$ cat config.mk
export PLATFORM = sky130hd
export DESIGN_NAME = regfile_wb_queue_flat
export DESIGN_NICKNAME = d
export VERILOG_FILES = /design/src/rtl/regfile_wb_queue_if.sv /design/src/rtl/regfile_wb_queue.sv /design/src/flat_wrapper.sv
export SDC_FILE = /design/constraint.sdc
export NUM_CORES = 1
export LEC_CHECK = 0
export ABC_AREA = 1
export ABC_CLOCK_PERIOD_IN_PS = 3790
export CORE_MARGIN = 5
export CORE_UTILIZATION = 40
export DETAILED_ROUTE_END_ITERATION = 10
export PLACE_DENSITY = 0.76
export SYNTH_ARGS = -nofsm -noshare
export SYNTH_HDL_FRONTEND = slang
export SYNTH_SLANG_ARGS = --single-unit
$ cat constraint.sdc
create_clock -name clock -period 3.79 [get_ports clock]
set_input_delay 0.758 -clock clock [delete_from_list [all_inputs] [get_ports clock]]
set_output_delay 0.758 -clock clock [all_outputs]
set_load 0.02 [all_outputs]
$ cat src/rtl/regfile_wb_queue_if.sv
// Writeback request, register-file write port and read-correction bundle
// for regfile_wb_queue.
interface regfile_wb_queue_if #(
  parameter int REG_AW = 5,
  parameter int DW     = 32
);
  logic              alu_valid;
  logic              alu_ready;
  logic [REG_AW-1:0] alu_reg;
  logic [DW-1:0]     alu_data;
  logic              mem_valid;
  logic              mem_ready;
  logic [REG_AW-1:0] mem_reg;
  logic [DW-1:0]     mem_data;
  logic              RegWrite;
  logic [REG_AW-1:0] WriteReg;
  logic [DW-1:0]     WriteData;
  logic [REG_AW-1:0] ReadReg1;
  logic [REG_AW-1:0] ReadReg2;
  logic [DW-1:0]     RegData1;
  logic [DW-1:0]     RegData2;
  logic [DW-1:0]     ReadData1;
  logic [DW-1:0]     ReadData2;
  logic              hazard1;
  logic              hazard2;

  modport master (
    output alu_valid, alu_reg, alu_data, mem_valid, mem_reg, mem_data,
    output ReadReg1, ReadReg2, RegData1, RegData2,
    input  alu_ready, mem_ready, RegWrite, WriteReg, WriteData,
    input  ReadData1, ReadData2, hazard1, hazard2
  );

  modport slave (
    input  alu_valid, alu_reg, alu_data, mem_valid, mem_reg, mem_data,
    input  ReadReg1, ReadReg2, RegData1, RegData2,
    output alu_ready, mem_ready, RegWrite, WriteReg, WriteData,
    output ReadData1, ReadData2, hazard1, hazard2
  );
endinterface

$ cat src/rtl/regfile_wb_queue.sv
// In-order writeback queue in front of the 32x32 register file with read-port
// correction. Define WBQ_FWD_EN to forward queued data; otherwise hazards are flagged.
module regfile_wb_queue #(
  parameter int DEPTH  = 4,
  parameter int REG_AW = 5,
  parameter int DW     = 32,
  localparam int PW    = $clog2(DEPTH),
  localparam int CW    = PW + 1
) (
  input  logic          clock,
  input  logic          reset,
  regfile_wb_queue_if.slave bus,
  output logic [CW-1:0] count
);

  logic [REG_AW-1:0] reg_q_r  [DEPTH];
  logic [DW-1:0]     data_q_r [DEPTH];
  logic [PW-1:0]     rd_ptr_r;
  logic [PW-1:0]     wr_ptr_r;
  logic [CW-1:0]     count_r;

  logic              pop_s;
  logic [CW-1:0]     free_s;
  logic              mem_ready_s;
  logic              alu_ready_s;
  logic              mem_push_s;
  logic              alu_push_s;
  logic [PW-1:0]     alu_slot_s;
  logic              reg_write_s;
  logic [REG_AW-1:0] write_reg_s;
  logic [DW-1:0]     write_data_s;
  logic              match1_s;
  logic              match2_s;
  logic [DW-1:0]     fwd1_s;
  logic [DW-1:0]     fwd2_s;

  assign pop_s = (count_r != {CW{1'b0}});

  // Acceptance: a draining head frees its slot this edge; mem claims first
  always_comb begin
    free_s      = CW'(DEPTH) - count_r + CW'(pop_s);
    mem_ready_s = (free_s >= CW'(1));
    alu_ready_s = (free_s >= CW'(2)) | ((free_s >= CW'(1)) & ~bus.mem_valid);
    mem_push_s  = bus.mem_valid & mem_ready_s & (bus.mem_reg != {REG_AW{1'b0}});
    alu_push_s  = bus.alu_valid & alu_ready_s & (bus.alu_reg != {REG_AW{1'b0}});
    alu_slot_s  = wr_ptr_r + PW'(mem_push_s);
  end

  // Queue storage, pointers and occupancy
  always_ff @(posedge clock or negedge reset) begin
    if (!reset) begin
      rd_ptr_r <= {PW{1'b0}};
      wr_ptr_r <= {PW{1'b0}};
      count_r  <= {CW{1'b0}};
      for (int i = 0; i < DEPTH; i++) begin
        reg_q_r[i]  <= {REG_AW{1'b0}};
        data_q_r[i] <= {DW{1'b0}};
      end
    end else begin
      if (mem_push_s) begin
        reg_q_r[wr_ptr_r]  <= bus.mem_reg;
        data_q_r[wr_ptr_r] <= bus.mem_data;
      end
      if (alu_push_s) begin
        reg_q_r[alu_slot_s]  <= bus.alu_reg;
        data_q_r[alu_slot_s] <= bus.alu_data;
      end
      rd_ptr_r <= rd_ptr_r + PW'(pop_s);
      wr_ptr_r <= wr_ptr_r + PW'(mem_push_s) + PW'(alu_push_s);
      count_r  <= count_r - CW'(pop_s) + CW'(mem_push_s) + CW'(alu_push_s);
    end
  end

  // Head entry drives the register-file write port
  always_comb begin
    if (pop_s) begin
      reg_write_s  = 1'b1;
      write_reg_s  = reg_q_r[rd_ptr_r];
      write_data_s = data_q_r[rd_ptr_r];
    end else begin
      reg_write_s  = 1'b0;
      write_reg_s  = {REG_AW{1'b0}};
      write_data_s = {DW{1'b0}};
    end
  end

  // Scan oldest to youngest so the youngest matching entry is the one kept
  always_comb begin
    match1_s = 1'b0;
    match2_s = 1'b0;
    fwd1_s   = {DW{1'b0}};
    fwd2_s   = {DW{1'b0}};
    for (int age = 0; age < DEPTH; age++) begin
      if (CW'(age) < count_r) begin
        if ((bus.ReadReg1 != {REG_AW{1'b0}}) &&
            (reg_q_r[rd_ptr_r + PW'(age)] == bus.ReadReg1)) begin
          match1_s = 1'b1;
`ifdef WBQ_FWD_EN
          fwd1_s   = data_q_r[rd_ptr_r + PW'(age)];
`endif
        end else begin
          match1_s = match1_s;
        end
        if ((bus.ReadReg2 != {REG_AW{1'b0}}) &&
            (reg_q_r[rd_ptr_r + PW'(age)] == bus.ReadReg2)) begin
          match2_s = 1'b1;
`ifdef WBQ_FWD_EN
          fwd2_s   = data_q_r[rd_ptr_r + PW'(age)];
`endif
        end else begin
          match2_s = match2_s;
        end
      end else begin
        match1_s = match1_s;
        match2_s = match2_s;
      end
    end
  end

  assign bus.alu_ready = alu_ready_s;
  assign bus.mem_ready = mem_ready_s;
  assign bus.RegWrite  = reg_write_s;
  assign bus.WriteReg  = write_reg_s;
  assign bus.WriteData = write_data_s;
  assign count         = count_r;

`ifdef WBQ_FWD_EN
  assign bus.ReadData1 = match1_s ? fwd1_s : bus.RegData1;
  assign bus.ReadData2 = match2_s ? fwd2_s : bus.RegData2;
  assign bus.hazard1   = 1'b0;
  assign bus.hazard2   = 1'b0;
`else
  // Without forwarding the raw read passes through and the consumer must stall
  assign bus.ReadData1 = bus.RegData1 | (fwd1_s & {DW{1'b0}});
  assign bus.ReadData2 = bus.RegData2 | (fwd2_s & {DW{1'b0}});
  assign bus.hazard1   = match1_s;
  assign bus.hazard2   = match2_s;
`endif

endmodule

$ cat src/flat_wrapper.sv
// flat-port wrapper written by rule: the top's interface ports become plain ports
module regfile_wb_queue_flat 
#(
  parameter int DEPTH  = 4,
  parameter int REG_AW = 5,
  parameter int DW     = 32,
  localparam int PW    = $clog2(DEPTH),
  localparam int CW    = PW + 1
)
  (clock, reset, count, bus_alu_valid, bus_alu_reg, bus_alu_data, bus_mem_valid, bus_mem_reg, bus_mem_data, bus_ReadReg1, bus_ReadReg2, bus_RegData1, bus_RegData2, bus_alu_ready, bus_mem_ready, bus_RegWrite, bus_WriteReg, bus_WriteData, bus_ReadData1, bus_ReadData2, bus_hazard1, bus_hazard2);
  regfile_wb_queue_if #(.REG_AW(REG_AW), .DW(DW)) bus_i ();
  input  logic clock;
  input  logic reset;
  output logic [CW-1:0] count;
  input wire logic [$bits(bus_i.alu_valid)-1:0] bus_alu_valid;
  input wire logic [$bits(bus_i.alu_reg)-1:0] bus_alu_reg;
  input wire logic [$bits(bus_i.alu_data)-1:0] bus_alu_data;
  input wire logic [$bits(bus_i.mem_valid)-1:0] bus_mem_valid;
  input wire logic [$bits(bus_i.mem_reg)-1:0] bus_mem_reg;
  input wire logic [$bits(bus_i.mem_data)-1:0] bus_mem_data;
  input wire logic [$bits(bus_i.ReadReg1)-1:0] bus_ReadReg1;
  input wire logic [$bits(bus_i.ReadReg2)-1:0] bus_ReadReg2;
  input wire logic [$bits(bus_i.RegData1)-1:0] bus_RegData1;
  input wire logic [$bits(bus_i.RegData2)-1:0] bus_RegData2;
  output wire logic [$bits(bus_i.alu_ready)-1:0] bus_alu_ready;
  output wire logic [$bits(bus_i.mem_ready)-1:0] bus_mem_ready;
  output wire logic [$bits(bus_i.RegWrite)-1:0] bus_RegWrite;
  output wire logic [$bits(bus_i.WriteReg)-1:0] bus_WriteReg;
  output wire logic [$bits(bus_i.WriteData)-1:0] bus_WriteData;
  output wire logic [$bits(bus_i.ReadData1)-1:0] bus_ReadData1;
  output wire logic [$bits(bus_i.ReadData2)-1:0] bus_ReadData2;
  output wire logic [$bits(bus_i.hazard1)-1:0] bus_hazard1;
  output wire logic [$bits(bus_i.hazard2)-1:0] bus_hazard2;
  assign bus_i.alu_valid = bus_alu_valid;
  assign bus_i.alu_reg = bus_alu_reg;
  assign bus_i.alu_data = bus_alu_data;
  assign bus_i.mem_valid = bus_mem_valid;
  assign bus_i.mem_reg = bus_mem_reg;
  assign bus_i.mem_data = bus_mem_data;
  assign bus_i.ReadReg1 = bus_ReadReg1;
  assign bus_i.ReadReg2 = bus_ReadReg2;
  assign bus_i.RegData1 = bus_RegData1;
  assign bus_i.RegData2 = bus_RegData2;
  assign bus_alu_ready = bus_i.alu_ready;
  assign bus_mem_ready = bus_i.mem_ready;
  assign bus_RegWrite = bus_i.RegWrite;
  assign bus_WriteReg = bus_i.WriteReg;
  assign bus_WriteData = bus_i.WriteData;
  assign bus_ReadData1 = bus_i.ReadData1;
  assign bus_ReadData2 = bus_i.ReadData2;
  assign bus_hazard1 = bus_i.hazard1;
  assign bus_hazard2 = bus_i.hazard2;
  regfile_wb_queue #(.DEPTH(DEPTH), .REG_AW(REG_AW), .DW(DW)) u_core (.clock(clock), .reset(reset), .bus(bus_i), .count(count));
endmodule
---- Word level (Yosys, flattened, before mapping) ----
Cells that the tools add are included.
word-level totals
  bits in registers ....................... 155
  bits in latches ......................... 0
  bits in writable memories ............... 0
  memory bits (read-only) ................. 0
  bits of input ports ..................... 152
  output and inout port bits .............. 109
  logic and storage cells ................. 122
  memories ................................ 0
operators by class
  add/subtract/negate cells ............... 11
  multipliers ............................. 0
  div/mod/pow operators ................... 0
  magnitude comparators ................... 14
  eq/ne operators ......................... 8
  shifts and indexed selects .............. 0
  muxes and demuxes ....................... 50
  bitwise logic cells ..................... 13
  reductions and logical operators ........ 15
operators with widths
  kind                 number
  $bwmux 128           2
  $mux 128             2
  $mux 32              5
  $demux 32 s2         2
  $bmux 32 s2          1
  $mux 5               11
  $bmux 5 s2           4
  $bwmux 20            2
  $eq 5x5->1           8
  $mux 20              2
  $demux 5 s2          2
  $reduce_bool 5->1    4
  $ge 3x3->1 const B   6
  $not 2->3            6
  $mux 1               17
  $logic_and 1x1->1    10
  $add 3x1->3          3
  $add 2x1->2          3
  $lt 1x3->1 const A   2
  $lt 2x3->1 const A   2
  $lt 3x1->1 const B   2
  $and 1x1->1          5
  $add 2x2->2 const B  2
  $ge 3x1->1 const B   1
  7 further kinds      7

---- Longest topological paths before layout ----
  depth after elaboration ................. 14
  depth in mapped cells ................... 17
  gate-level depth less buffers ........... 14

---- Least setup slack after synthesis ----
No wires, ideal clock.
  path type ............................... reg2reg
  from .................................... reg u_core.count_r[2], in the netlist u_core.count[2]
  to ...................................... reg u_core.data_q_r[29] in the netlist's numbering
  setup time .............................. 76 ps
  data arrival time ....................... 3,163 ps
  required time ........................... 3,714 ps
  slack ................................... 550 ps
  stages on the path, launching flop included .. 17
  buffers on the path ..................... 2
  clock period less this slack ............ 3,240 ps
  cell sequence ........................... dfrtp_1 -> nor3_1 -> clkbuf_1 -> ha_1 -> inv_1 -> ha_1 -> a21oi_2 -> o21ai_2 -> nor2_4 -> nor2_8 -> ha_1 -> xnor2_1 -> inv_1 -> nand3_2 -> clkbuf_1 -> o211ai_1 -> o21ai_1
between the ends
  word-level cells in the longest chain between the ends .. 13
  elaborated cells on any way between the ends .. 21
  classes of those cells .................. 3 x add/sub; 4 x order compare; 5 x mux; 7 x bitwise; 2 x reduce/logical
ends and longest elaborated chain
  item                                                            RTL line                                        RTL
  start, declared                                                 regfile_wb_queue.sv:20                          logic [CW-1:0] count_r;
  start signal, assigned                                          regfile_wb_queue.sv:54                          count_r <= {CW{1'b0}};
  start signal, assigned                                          regfile_wb_queue.sv:70                          count_r <= count_r - CW'(pop_s) + CW'(mem_push_s) + CW'(alu_push_s);
  $sub 3x3->3 or $reduce_bool 3->1 (tied branches)                regfile_wb_queue.sv:41, regfile_wb_queue.sv:37
  $add 3x1->3 *                                                   regfile_wb_queue.sv:41                          free_s = CW'(DEPTH) - count_r + CW'(pop_s);
  $ge 3x1->1                                                      regfile_wb_queue.sv:42, regfile_wb_queue.sv:43
  $and 1x1->1 (2 in series)                                       regfile_wb_queue.sv:44                          mem_push_s = bus.mem_valid & mem_ready_s & (bus.mem_reg != {REG_AW{1'b0}});
  $add 2x1->2                                                     regfile_wb_queue.sv:46                          alu_slot_s = wr_ptr_r + PW'(mem_push_s);
  $not 2->3 (implied by the code)                                 regfile_wb_queue.sv:66                          data_q_r[alu_slot_s] <= bus.alu_data;
  $ge 3x3->1 (implied by the code) or $lt 3x1->1 (tied branches)  regfile_wb_queue.sv:66
  $logic_and 1x1->1 (implied by the code)                         regfile_wb_queue.sv:66
  $mux 32 (implied by the code)                                   regfile_wb_queue.sv:66
  $demux 32 s2                                                    regfile_wb_queue.sv:66
  $bwmux 128                                                      regfile_wb_queue.sv:66
  $mux 128 *                                                      regfile_wb_queue.sv:64                          if (alu_push_s) begin
  end signal, assigned by index                                   regfile_wb_queue.sv:57                          data_q_r[i] <= {DW{1'b0}};
  end signal, assigned by index                                   regfile_wb_queue.sv:62                          data_q_r[wr_ptr_r] <= bus.mem_data;
  end signal, assigned by index                                   regfile_wb_queue.sv:66
  end, declared                                                   regfile_wb_queue.sv:17                          logic [DW-1:0] data_q_r [DEPTH];
Mark *: on every way between the ends. The rest lies on a longest branch, timed or not.

---- Final worst setup path ----
  from .................................... reg u_core.rd_ptr_r[0]
  to ...................................... out bus_WriteData[22]
between the ends
  word-level cells in the longest chain between the ends .. 5
ends and longest elaborated chain
  item                                         RTL line                RTL
  start, declared                              regfile_wb_queue.sv:18  logic [PW-1:0] rd_ptr_r;
  start signal, assigned                       regfile_wb_queue.sv:52  rd_ptr_r <= {PW{1'b0}};
  start signal, assigned                       regfile_wb_queue.sv:68  rd_ptr_r <= rd_ptr_r + PW'(pop_s);
  $not 2->3 (implied by the code)              regfile_wb_queue.sv:79  write_data_s = data_q_r[rd_ptr_r];
  $bmux 32 s2                                  regfile_wb_queue.sv:79
  $mux 32 (implied by the code) (2 in series)  regfile_wb_queue.sv:79
  $mux 32                                      regfile_wb_queue.sv:76  if (pop_s) begin
  end, declared                                flat_wrapper.sv:29      output wire logic [$bits(bus_i.WriteData)-1:0] bus_WriteData;
Every way passes these cells. The select of a mux whose other input is x is not followed.

==> results.json <==
{
  "cp_arrival_ns": 2.86,
  "post_drt_via_cell_ratio": 5.29,
  "leakage_nw": 5.98,
  "pin_count_of_the_biggest_net_entering_global_routing": 75,
  "power_per_cell_area_nw_per_um2": 1070,
  "yosys_warnings": 0,
  "postRouteAntennaNets": 0,
  "initial_utilization_pct": 40.4,
  "drive_gt1_share_pct": 5.87,
  "critical-path-slowest-cell": "sky130_fd_sc_hd__clkdlybuf4s50_1",
  "worst-path-max-fanout": 32,
  "weighted_congestion_at_the_end_of_routability_driven_global_placement": 0.838,
  "root_buffer_master": "sky130_fd_sc_hd__clkbuf_16",
  "report.final.slew_viol_count": 0,
  "final_hold_viol_count": 0,
  "drc": 0,
  "cellInternalPower_mw": 6.74,
  "cts_buffers": 17,
  "grt.overflow.total": 0,
  "power.share.switching_pct": 47.4,
  "dr_pass1_iterations": 7,
  "share_of_the_yosys_chip_area_belonging_to_registers_pct": 37.0,
  "die_area_um2": 29500,
  "clk_transition_reported_paths_ns": 0.06,
  "worst_setup_path_start_kind": "register",
  "netlist_area_um2": 10500,
  "flow.area_growth_from_synthesis_pct": 14.6,
  "crit_path_end_kind": "output pin",
  "asyncSetResetFlopFracSynth_pct": 100,
  "routed_wire_length_per_instance_um": 16.1,
  "worst_hold_path_type": "in -> async",
  "grt_pass1_vias": 8980,
  "tightestPinTransition_ns": 0.662,
  "postSynth.topFlopCell": "sky130_fd_sc_hd__dfrtp_1",
  "final-setup-viol-count": 0,
  "synthDistinctLibCells": 32,
  "grt_first_pass_wirelength_um": 47800,
  "critical-path-top-delay-family": "buffers and inverters",
  "detailed_place_hpwl_um": 19300,
  "synth.ff_latch_count": 155,
  "clockBufferDepth": 2,
  "cap_violations": 0,
  "timing.clock.skew_ns": 0.00917,
  "tritoncts": "yes",
  "design.final.nets": 1614,
  "fp.dieH_um": 172,
  "antenna_violations_before_repair": 0,
  "vdd_ir_drop_max_v": 0.000561,
  "synth_fp_nets": 1592,
  "preCtsSetupSlack_ns": 0.273,
  "core_area_um2": 25900,
  "power.net_switching_mw": 6.08,
  "critical_path_required_ns": 3.03,
  "finalInstanceArea_um2": 12000,
  "detail_route.iter0.violations": 881,
  "cell_row_count": 59,
  "io_pins": 261,
  "slew_headroom_pct": 55.8,
  "max_freq_mhz": 276,
  "power_frac_comb_pct": 64.2,
  "synthesis.instances": 1430,
  "globalRouteTotalUtil_pct": 20.0,
  "setup_total_negative_slack_ns": 0,
  "num_vias": 9529,
  "count_of_flip_flops_with_a_built_in_enable_after_synthesis": 0,
  "power.sequential.fraction_pct": 23.6,
  "worstPathCellList": "inv_2 > buf_12 > nand2_2 > buf_4 > o22ai_1 > a221oi_1 > nor2_1 > clkdlybuf4s50_1",
  "rsz0062_at_grt": "false",
  "crit_buf_inv": 4,
  "post_cts.repair.setup_buffers": 0,
  "synthesized_area_per_cell_um2": 7.32,
  "finalWirelength_um": 29100,
  "cts.sink_count": 155,
  "final.period_utilization_pct": 95.5,
  "period_minus_slack_ns": 3.62,
  "insertion_delay_ns": 0.43,
  "fin_ws_ns": 0.169,
  "clock_power_share_pct": 12.2,
  "placed_cell_area_um2": 11500,
  "outcome": "finished, final reports clean",
  "ctsHtreeMaxLevel": 4,
  "worst-setup-path-type": "reg -> out",
  "antenna-diode-count": 0,
  "number_of_buffer_cells_added_on_primary_ports": 132,
  "die_x_um": 172,
  "worst_path_largest_cell_delay_ns": 0.56
}
==> power by group through the flow <==
| stage | combinational [mW] | clock, mW | sequential [mW] |
|---|---|---|---|
| 2_1_floorplan | 5.98 | 0 | 2.93 |
| 3_3_place_gp | 8.09 | 0 | 2.99 |
| 3_5_place_dp | 8.22 | 0 | 3.04 |
| 4_1_cts | 8.26 | 1.60 | 3.01 |
| 5_1_grt | 9.23 | 1.67 | 3.12 |
| 6_report | 8.23 | 1.57 | 3.02 |
==> registers in the layout (all words and copies together) (netlist names) <==
name,flops
u_core.reg_q_r,20
u_core.wr_ptr_r,2
u_core.count,3
u_core.rd_ptr_r,2
u_core.data_q_r,128
==> worst paths after layout <==
check / slack (ns) / start / cells after the start / end
setup / recovery: 0.17 / u_core.rd_ptr_r[0]$_DFF_PN0_ / 8 / bus_WriteData[22]
hold / removal: 0.32 / reset / 1 / u_core.data_q_r[87]$_DFF_PN0_
setup reg to reg: 0.63 / u_core.count[2]$_DFF_PN0_ / 15 / u_core.data_q_r[111]$_DFF_PN0_
hold reg to reg: 0.60 / u_core.data_q_r[7]$_DFF_PN0_ / 4 / u_core.data_q_r[7]$_DFF_PN0_
max in group asynchronous: 2.56 / reset / 2 / u_core.rd_ptr_r[0]$_DFF_PN0_
min in group clock: 0.60 / u_core.data_q_r[7]$_DFF_PN0_ / 4 / u_core.data_q_r[7]$_DFF_PN0_
==> cell usage after synthesis (2+ instances only) <==
cell type	n	share of area, %
sky130_fd_sc_hd__nand2_1	349	13
sky130_fd_sc_hd__inv_1	215	7.7
sky130_fd_sc_hd__dfrtp_1	155	37
sky130_fd_sc_hd__o211ai_1	145	10
sky130_fd_sc_hd__o21ai_1	125	6.0
sky130_fd_sc_hd__nand3_1	79	3.8
sky130_fd_sc_hd__nor2_1	68	2.4
sky130_fd_sc_hd__buf_4	65	4.7
sky130_fd_sc_hd__buf_2	48	2.3
sky130_fd_sc_hd__a221oi_1	32	2.7
sky130_fd_sc_hd__o22ai_1	32	1.9
sky130_fd_sc_hd__o21ai_0	25	1.2
sky130_fd_sc_hd__clkbuf_1	24	0.86
sky130_fd_sc_hd__buf_6	21	2.3
sky130_fd_sc_hd__ha_1	8	0.96
sky130_fd_sc_hd__nand3_2	8	0.76
sky130_fd_sc_hd__a21oi_1	3	0.14
sky130_fd_sc_hd__inv_2	3	0.11
sky130_fd_sc_hd__nor3_1	3	0.14
sky130_fd_sc_hd__o211ai_2	3	0.36
sky130_fd_sc_hd__xnor2_1	3	0.25
sky130_fd_sc_hd__xor2_1	3	0.25
sky130_fd_sc_hd__fa_1	2	0.38
sky130_fd_sc_hd__nor2_4	2	0.22
sky130_fd_sc_hd__o21ai_2	2	0.17
==> layout by cell type, fill, tap and decap left out, drive strengths merged, types with 2 or more instances in the layout <==
| cell | instances |
|---|---|
| dfrtp | 155 |
| nor2 | 72 |
| dlymetal6s2s | 2 |
| a221oi | 32 |
| a21oi | 4 |
| xnor2 | 3 |
| fa | 2 |
| clkdlybuf4s50 | 129 |
| nand2 | 350 |
| o21ai | 152 |
| o211ai | 148 |
| nand3 | 87 |
| nor3 | 3 |
| clkbuf | 21 |
| o22ai | 32 |
| buf | 31 |
| ha | 8 |
| inv | 219 |
| clkinv | 9 |
| xor2 | 3 |
==> layout make-up <==
type                       instances  area [um^2]
timing repair buffer             162         1630
inverter                         218          818
multi-input combinational        898         4720
sequential                       155         3880
fill                            2518        13900
tap                              335          419
clock buffer                      21          470
clock inverter                    11         68.8
==> through the flow <==
step / hold slack, ns / instances / power (mW) / utilization, %
finish: 0.315 / 1800 / 12.8 / 46.3
global route: 0.364 / 1800 / 14.0 / 46.3
CTS: 0.346 / 1800 / 12.9 / 46.3
detailed placement: 0.586 / 1768 / 11.3 / 44.2
global placement: 0.571 / 1768 / 11.1 / 44.2
floorplan: 0.462 / 1430 / 8.91 / -
==> metal layers <==
| layer | up-vias | routed length, um | track usage, % | part of all wire, % |
|---|---|---|---|---|
| li1 | 4730 | - | - | - |
| met5 | - | 0 | 0 | 0 |
| met4 | 0 | 501 | 5.50 | 1.7 |
| met3 | 43 | 2040 | 3.88 | 7.0 |
| met2 | 372 | 13500 | 32.1 | 47 |
| met1 | 4384 | 13000 | 27.8 | 45 |
==> what timing repair did <==
item	in CTS	in global routing
gates resized for setup	1	2
endpoints found under the setup margin	3	2
hold buffers	0	0
==> cell families after synthesis <==
| kind of cell | Yosys count | share of synthesized area (%) |
|---|---|---|
| flops | 155 | 37.0 |
| fa+ha+maj | 10 | 1.34 |
| buf+inv | 377 | 17.9 |
| xor+xnor | 6 | 0.502 |
| simple gates | 514 | 20.3 |
| compound gates | 368 | 22.9 |
No activity file was read; power rests on OpenSTA's default activity.
